$ cat src/rtl/hazard_stall_unit_if.sv
// Signal bundle between the pipeline datapath and the hazard stall/flush controller.
// The master modport is the datapath side; the slave modport is the controller.
interface hazard_stall_unit_if #(
  parameter int CNT_W = 16
);
  logic [4:0]       IFID_rs;
  logic [4:0]       IFID_rt;
  logic             IFID_usert;
  logic [2:0]       IFID_pcsrc;
  logic             IFID_taken;
  logic [4:0]       IDEX_rd;
  logic             IDEX_regwr;
  logic             IDEX_memrd;
  logic [4:0]       EXMEM_rd;
  logic             EXMEM_memrd;
  logic             mem_busy;
  logic             PC_wr_en;
  logic             IFID_wr_en;
  logic             IDEX_bubble;
  logic             IFID_flush;
  logic             pipe_freeze;
  logic [CNT_W-1:0] stall_cycles;

  modport master (
    output IFID_rs, IFID_rt, IFID_usert, IFID_pcsrc, IFID_taken,
    output IDEX_rd, IDEX_regwr, IDEX_memrd, EXMEM_rd, EXMEM_memrd, mem_busy,
    input  PC_wr_en, IFID_wr_en, IDEX_bubble, IFID_flush, pipe_freeze, stall_cycles
  );

  modport slave (
    input  IFID_rs, IFID_rt, IFID_usert, IFID_pcsrc, IFID_taken,
    input  IDEX_rd, IDEX_regwr, IDEX_memrd, EXMEM_rd, EXMEM_memrd, mem_busy,
    output PC_wr_en, IFID_wr_en, IDEX_bubble, IFID_flush, pipe_freeze, stall_cycles
  );
endinterface

$ cat src/rtl/hazard_stall_unit.sv
// Stall/flush controller for the 5-stage pipeline: load-use and branch-operand
// stalls, taken-transfer flushes, memory freeze and a saturating bubble counter.
module hazard_stall_unit #(
  parameter int CNT_W = 16
) (
  input logic               clk,
  input logic               reset,
  hazard_stall_unit_if.slave hz
);

  typedef enum logic {RUN, STALL} state_t;

  localparam logic [CNT_W-1:0] CNT_MAX = {CNT_W{1'b1}};

  state_t           state_q, state_d;
  logic             r_q, r_d;
  logic [CNT_W-1:0] stall_cycles_q, stall_cycles_d;

  logic       hit_e, hit_m, cmp;
  logic [1:0] n;
  logic       pc_wr_en, ifid_wr_en, idex_bubble, ifid_flush;

  always_comb begin
    hit_e = (hz.IDEX_rd != 5'd0) &&
            ((hz.IDEX_rd == hz.IFID_rs) || (hz.IFID_usert && (hz.IDEX_rd == hz.IFID_rt)));
    hit_m = (hz.EXMEM_rd != 5'd0) &&
            ((hz.EXMEM_rd == hz.IFID_rs) || (hz.IFID_usert && (hz.EXMEM_rd == hz.IFID_rt)));
    cmp   = (hz.IFID_pcsrc == 3'd1) || (hz.IFID_pcsrc == 3'd3);

    n = 2'd0;
    if (cmp && hz.IDEX_memrd && hit_e)        n = 2'd2;
    else if (cmp && hz.IDEX_regwr && hit_e)   n = 2'd1;
    else if (cmp && hz.EXMEM_memrd && hit_m)  n = 2'd1;
    else if (!cmp && hz.IDEX_memrd && hit_e)  n = 2'd1;
  end

  // A stall always wins over a flush: branch operands are stale while stalled.
  always_comb begin
    state_d     = state_q;
    r_d         = r_q;
    pc_wr_en    = 1'b1;
    ifid_wr_en  = 1'b1;
    idex_bubble = 1'b0;
    ifid_flush  = 1'b0;

    if (hz.mem_busy) begin
      pc_wr_en   = 1'b0;
      ifid_wr_en = 1'b0;
    end else begin
      unique case (state_q)
        RUN: begin
          if (n != 2'd0) begin
            pc_wr_en    = 1'b0;
            ifid_wr_en  = 1'b0;
            idex_bubble = 1'b1;
            if (n == 2'd2) begin
              state_d = STALL;
              r_d     = 1'b1;
            end
          end else begin
            ifid_flush = hz.IFID_taken;
          end
        end
        STALL: begin
          pc_wr_en    = 1'b0;
          ifid_wr_en  = 1'b0;
          idex_bubble = 1'b1;
          r_d         = r_q - 1'b1;
          if (r_d == 1'b0) state_d = RUN;
        end
        default: state_d = RUN;
      endcase
    end

    stall_cycles_d = stall_cycles_q;
    if (idex_bubble && (stall_cycles_q != CNT_MAX))
      stall_cycles_d = stall_cycles_q + CNT_W'(1);
  end

  always_ff @(posedge clk or posedge reset) begin
    if (reset) begin
      state_q        <= RUN;
      r_q            <= 1'b0;
      stall_cycles_q <= '0;
    end else begin
      state_q        <= state_d;
      r_q            <= r_d;
      stall_cycles_q <= stall_cycles_d;
    end
  end

  assign hz.PC_wr_en     = pc_wr_en;
  assign hz.IFID_wr_en   = ifid_wr_en;
  assign hz.IDEX_bubble  = idex_bubble;
  assign hz.IFID_flush   = ifid_flush;
  assign hz.pipe_freeze  = hz.mem_busy;
  assign hz.stall_cycles = stall_cycles_q;

endmodule

$ cat src/flat_wrapper.sv
// flat-port wrapper written by rule: the top's interface ports become plain ports
module hazard_stall_unit_flat 
#(
  parameter int CNT_W = 16
)
  (clk, reset, hz_IFID_rs, hz_IFID_rt, hz_IFID_usert, hz_IFID_pcsrc, hz_IFID_taken, hz_IDEX_rd, hz_IDEX_regwr, hz_IDEX_memrd, hz_EXMEM_rd, hz_EXMEM_memrd, hz_mem_busy, hz_PC_wr_en, hz_IFID_wr_en, hz_IDEX_bubble, hz_IFID_flush, hz_pipe_freeze, hz_stall_cycles);
  hazard_stall_unit_if #(.CNT_W(CNT_W)) hz_i ();
  input logic clk;
  input logic reset;
  input wire logic [$bits(hz_i.IFID_rs)-1:0] hz_IFID_rs;
  input wire logic [$bits(hz_i.IFID_rt)-1:0] hz_IFID_rt;
  input wire logic [$bits(hz_i.IFID_usert)-1:0] hz_IFID_usert;
  input wire logic [$bits(hz_i.IFID_pcsrc)-1:0] hz_IFID_pcsrc;
  input wire logic [$bits(hz_i.IFID_taken)-1:0] hz_IFID_taken;
  input wire logic [$bits(hz_i.IDEX_rd)-1:0] hz_IDEX_rd;
  input wire logic [$bits(hz_i.IDEX_regwr)-1:0] hz_IDEX_regwr;
  input wire logic [$bits(hz_i.IDEX_memrd)-1:0] hz_IDEX_memrd;
  input wire logic [$bits(hz_i.EXMEM_rd)-1:0] hz_EXMEM_rd;
  input wire logic [$bits(hz_i.EXMEM_memrd)-1:0] hz_EXMEM_memrd;
  input wire logic [$bits(hz_i.mem_busy)-1:0] hz_mem_busy;
  output wire logic [$bits(hz_i.PC_wr_en)-1:0] hz_PC_wr_en;
  output wire logic [$bits(hz_i.IFID_wr_en)-1:0] hz_IFID_wr_en;
  output wire logic [$bits(hz_i.IDEX_bubble)-1:0] hz_IDEX_bubble;
  output wire logic [$bits(hz_i.IFID_flush)-1:0] hz_IFID_flush;
  output wire logic [$bits(hz_i.pipe_freeze)-1:0] hz_pipe_freeze;
  output wire logic [$bits(hz_i.stall_cycles)-1:0] hz_stall_cycles;
  assign hz_i.IFID_rs = hz_IFID_rs;
  assign hz_i.IFID_rt = hz_IFID_rt;
  assign hz_i.IFID_usert = hz_IFID_usert;
  assign hz_i.IFID_pcsrc = hz_IFID_pcsrc;
  assign hz_i.IFID_taken = hz_IFID_taken;
  assign hz_i.IDEX_rd = hz_IDEX_rd;
  assign hz_i.IDEX_regwr = hz_IDEX_regwr;
  assign hz_i.IDEX_memrd = hz_IDEX_memrd;
  assign hz_i.EXMEM_rd = hz_EXMEM_rd;
  assign hz_i.EXMEM_memrd = hz_EXMEM_memrd;
  assign hz_i.mem_busy = hz_mem_busy;
  assign hz_PC_wr_en = hz_i.PC_wr_en;
  assign hz_IFID_wr_en = hz_i.IFID_wr_en;
  assign hz_IDEX_bubble = hz_i.IDEX_bubble;
  assign hz_IFID_flush = hz_i.IFID_flush;
  assign hz_pipe_freeze = hz_i.pipe_freeze;
  assign hz_stall_cycles = hz_i.stall_cycles;
  hazard_stall_unit #(.CNT_W(CNT_W)) u_core (.clk(clk), .reset(reset), .hz(hz_i));
endmodule
$ cat config.mk
export PLATFORM = sky130hd
export DESIGN_NAME = hazard_stall_unit_flat
export DESIGN_NICKNAME = d
export VERILOG_FILES = /design/src/rtl/hazard_stall_unit_if.sv /design/src/rtl/hazard_stall_unit.sv /design/src/flat_wrapper.sv
export SDC_FILE = /design/constraint.sdc
export NUM_CORES = 1
export LEC_CHECK = 0
export ABC_AREA = 1
export BUFFER_PORTS_ARGS = -buffer_cell sky130_fd_sc_hd__buf_2
export CAP_MARGIN = 20
export CORE_ASPECT_RATIO = 0.5
export CORE_MARGIN = 8
export CORE_UTILIZATION = 46
export DETAILED_ROUTE_END_ITERATION = 16
export PLACE_DENSITY = 0.86
export SYNTH_ARGS = -nofsm -noshare
export SYNTH_HDL_FRONTEND = slang
export SYNTH_SLANG_ARGS = --single-unit
$ cat constraint.sdc
create_clock -name clk -period 1.95 [get_ports clk]
set_input_delay 0.39 -clock clk [delete_from_list [all_inputs] [get_ports clk]]
set_output_delay 0.39 -clock clk [all_outputs]
set_load 0.01 [all_outputs]
==> results.toml <==
[status]
status = "completed"

[clock_tree]
cts_max_level = 1
clkLatencyLatePin_ns = 0.25
cts_made_buffers = 3
clk_path_buf_depth = 2
clk_pin_slew_ns = 0.07
cts-root-buf = "clkbuf_8"
cts_tree = "built"
clock-sinks = 18

[placed_design]
portBuffers = 50
finalWeightedCongestion = 0.916
hpwlAfterDp_um = 3200

[floorplanning]
die_area_sq_um = 5660
top_level_ports = 52
initial_core_util_pct = 46.8
die_w_um = 98.7
core-area_sq_um = 3360
die_y_um = 57.3
rows = 15

[global_route]
grt_start_max_net_pins = 19
antenna_found_initial = 0
grt_overflow = 0
track_usage_pct = 14.9
grt_pass1_vias = 1693
grt_pass1_wl_um = 7110

[sta]
period_minus_slack_ns = 1.91
skew_ns = 0.00269
max-slew-margin-rel_pct = 54.4
worst_slew_pin_slew_ns = 0.683
finalHoldViolCount = 0
max_freq_mhz = 523
tns_ns = 0
setup_violations = 0
slew_violations = 0
fin_crit_sh_pct = 98.0

[drt]
drc = 0
first_pass_iters = 4
drtAntennaViolNets = 0
routed-via-count = 1809
wl_per_cell_um = 12.9
vias_per_cell = 5.24
dr.first_iter.drc_count = 60
wirelength_um = 4470

[synthesis]
syn_inst = 247
synth_nets = 279
ys_ff_latch = 18
syn_avg_cell_area_sq_um = 6.36
synth_cell_types = 26
yosysSeqAreaShare_pct = 28.7
syn_area_sq_um = 1570
yosysWarnings = 0

[final_layout]
regArea_sq_um = 450
final_cell_mix = "nand2_1, buf_2, inv_1, nor2_1, nand4_1"
antenna_cells = 0
multi_input_area_sq_um = 1060
final_common_cell = "nand2_1"
drive_gt1_share_pct = 34.0
fin_nets = 337
fillers = 272
syn_to_final_growth_pct = 36.3

[pwr]
powerDensity_nw_per_um2 = 571
leakage_nw = 1.21
total_power_w = 0.00122
vdd_drop_max_mv = 0.252

[worst_setup_path]
worstPathRequired_ns = 1.56
path_max_fanout = 3
reg2reg_depth = 10
critPathKind = "input port to primary output"
regToRegStartpoint = "u_core.hz.stall_cycles[1]"
r2r-end = "u_core.hz.stall_cycles[7]"
critPathLaunchType = "input port"
critPathLaunch = "hz_IFID_rs[4]"
cp-end-kind = "primary output"
cp.arrival_ns = 1.52
reg2reg_slack_ns = 0.20

[run]
max_cap_viol_count = 0

[hold_path]
hold_path_class = "input port to asynchronous set/reset pin"
[worst max-delay path, cell delays in order]
cell and delay (ns):
buf_2 0.11, inv_1 0.06, nand2_1 0.05, nand2_1 0.06
nor2_1 0.04, nand3_1 0.07, nand2_2 0.08, a21oi_4 0.18
nand3_4 0.11, buf_12 0.14, nor2_4 0.11, buf_6 0.11
[state kept, by name (all words and copies together) (netlist names)]
register and cells:
u_core.hz.stall_cycles 16, u_core.state_q 1, u_core.r_q 1
[final cells by class]
| type | count | share of cell area (%) |
|---|---|---|
| Timing Repair Buffer | 59 | 18.8 |
| Multi-Input combinational cell | 188 | 49.5 |
| Clock buffer | 3 | 1.93 |
| Inverter | 35 | 6.37 |
| Sequential cell | 18 | 21.0 |
| Tap cell | 42 | 2.45 |
[worst max-delay path by stage]
stage                                  to  slack [ns]
3_3_place_gp                hz_IFID_flush        0.04
6_report                      hz_PC_wr_en        0.04
3_5_place_dp   u_core.hz.stall_cycles[13]        0.01
5_1_grt                       hz_PC_wr_en       -0.03
4_1_cts                     hz_IFID_flush        0.02
2_1_floorplan                 hz_PC_wr_en        0.04
[stage by stage]
step / utilization [%] / cell area [sq um] / hold slack [ns] / setup slack [ns] / cells
floorplan: - / 1590 / 0.329 / 0.0363 / 247
global placement: 56.1 / 1880 / 0.458 / 0.0443 / 337
detailed placement: 56.1 / 1880 / 0.479 / 0.0140 / 337
CTS: 57.3 / 1930 / 0.261 / 0.0163 / 340
global route: 63.8 / 2140 / 0.308 / -0.0264 / 345
finish: 63.8 / 2140 / 0.235 / 0.0383 / 345
[cell usage after synthesis]
master	n	area (sq um)
a21oi_1	3	15.0
a31oi_1	1	6.26
buf_2	1	5.00
buf_4	3	22.5
buf_6	1	11.3
clkbuf_1	2	7.51
dfrtp_1	18	450
ha_1	1	12.5
inv_1	32	120
inv_2	3	11.3
mux2_2	1	11.3
nand2_1	92	345
nand2_2	1	6.26
nand3_1	16	80.1
nand3_2	1	10.0
nand3_4	1	17.5
nand4_1	19	119
nand4_4	1	21.3
nor2_1	23	86.3
nor3_1	4	20.0
nor3_4	1	16.3
nor3b_1	1	7.51
o21ai_0	3	15.0
o21ai_1	1	5.00
xnor2_1	9	78.8
xor2_1	8	70.1
[timing repair]
action / in CTS / in global routing
hold buffers: 0 / 0
endpoints found under the setup margin: 0 / 20
buffers inserted: 0 / 4
gates resized for setup: 0 / 51
[routing by layer]
layer  vias to the layer above  GRT usage (%)  part of all wire [%]
met4                         0           7.34                   1.4
li1                        899              -                     -
met5                         -              0                     0
met1                       831           16.9                    41
met3                         9           2.67                   5.9
met2                        70           26.7                    52
[where the power goes]
| group | switching [W] | leakage [nW] | internal (W) | total (W) |
|---|---|---|---|---|
| sequential | 0.0000534 | 0.245 | 0.000419 | 0.000473 |
| clock | 0.000123 | 0.0216 | 0.000137 | 0.000260 |
| combinational | 0.000272 | 0.945 | 0.000219 | 0.000491 |
[logic make-up (layout without fill, tap and decap cells)]
| group | after synthesis | after routing | synth area share (%) |
|---|---|---|---|
| mux | 1 | 1 | 0.717 |
| simple gates | 160 | 161 | 46.4 |
| xor+xnor | 17 | 17 | 9.47 |
| buf+inv | 42 | 97 | 11.3 |
| flops | 18 | 18 | 28.7 |
| compound gates | 8 | 8 | 2.63 |
| fa+ha+maj | 1 | 1 | 0.796 |
No activity file was read; power rests on OpenSTA's default activity.
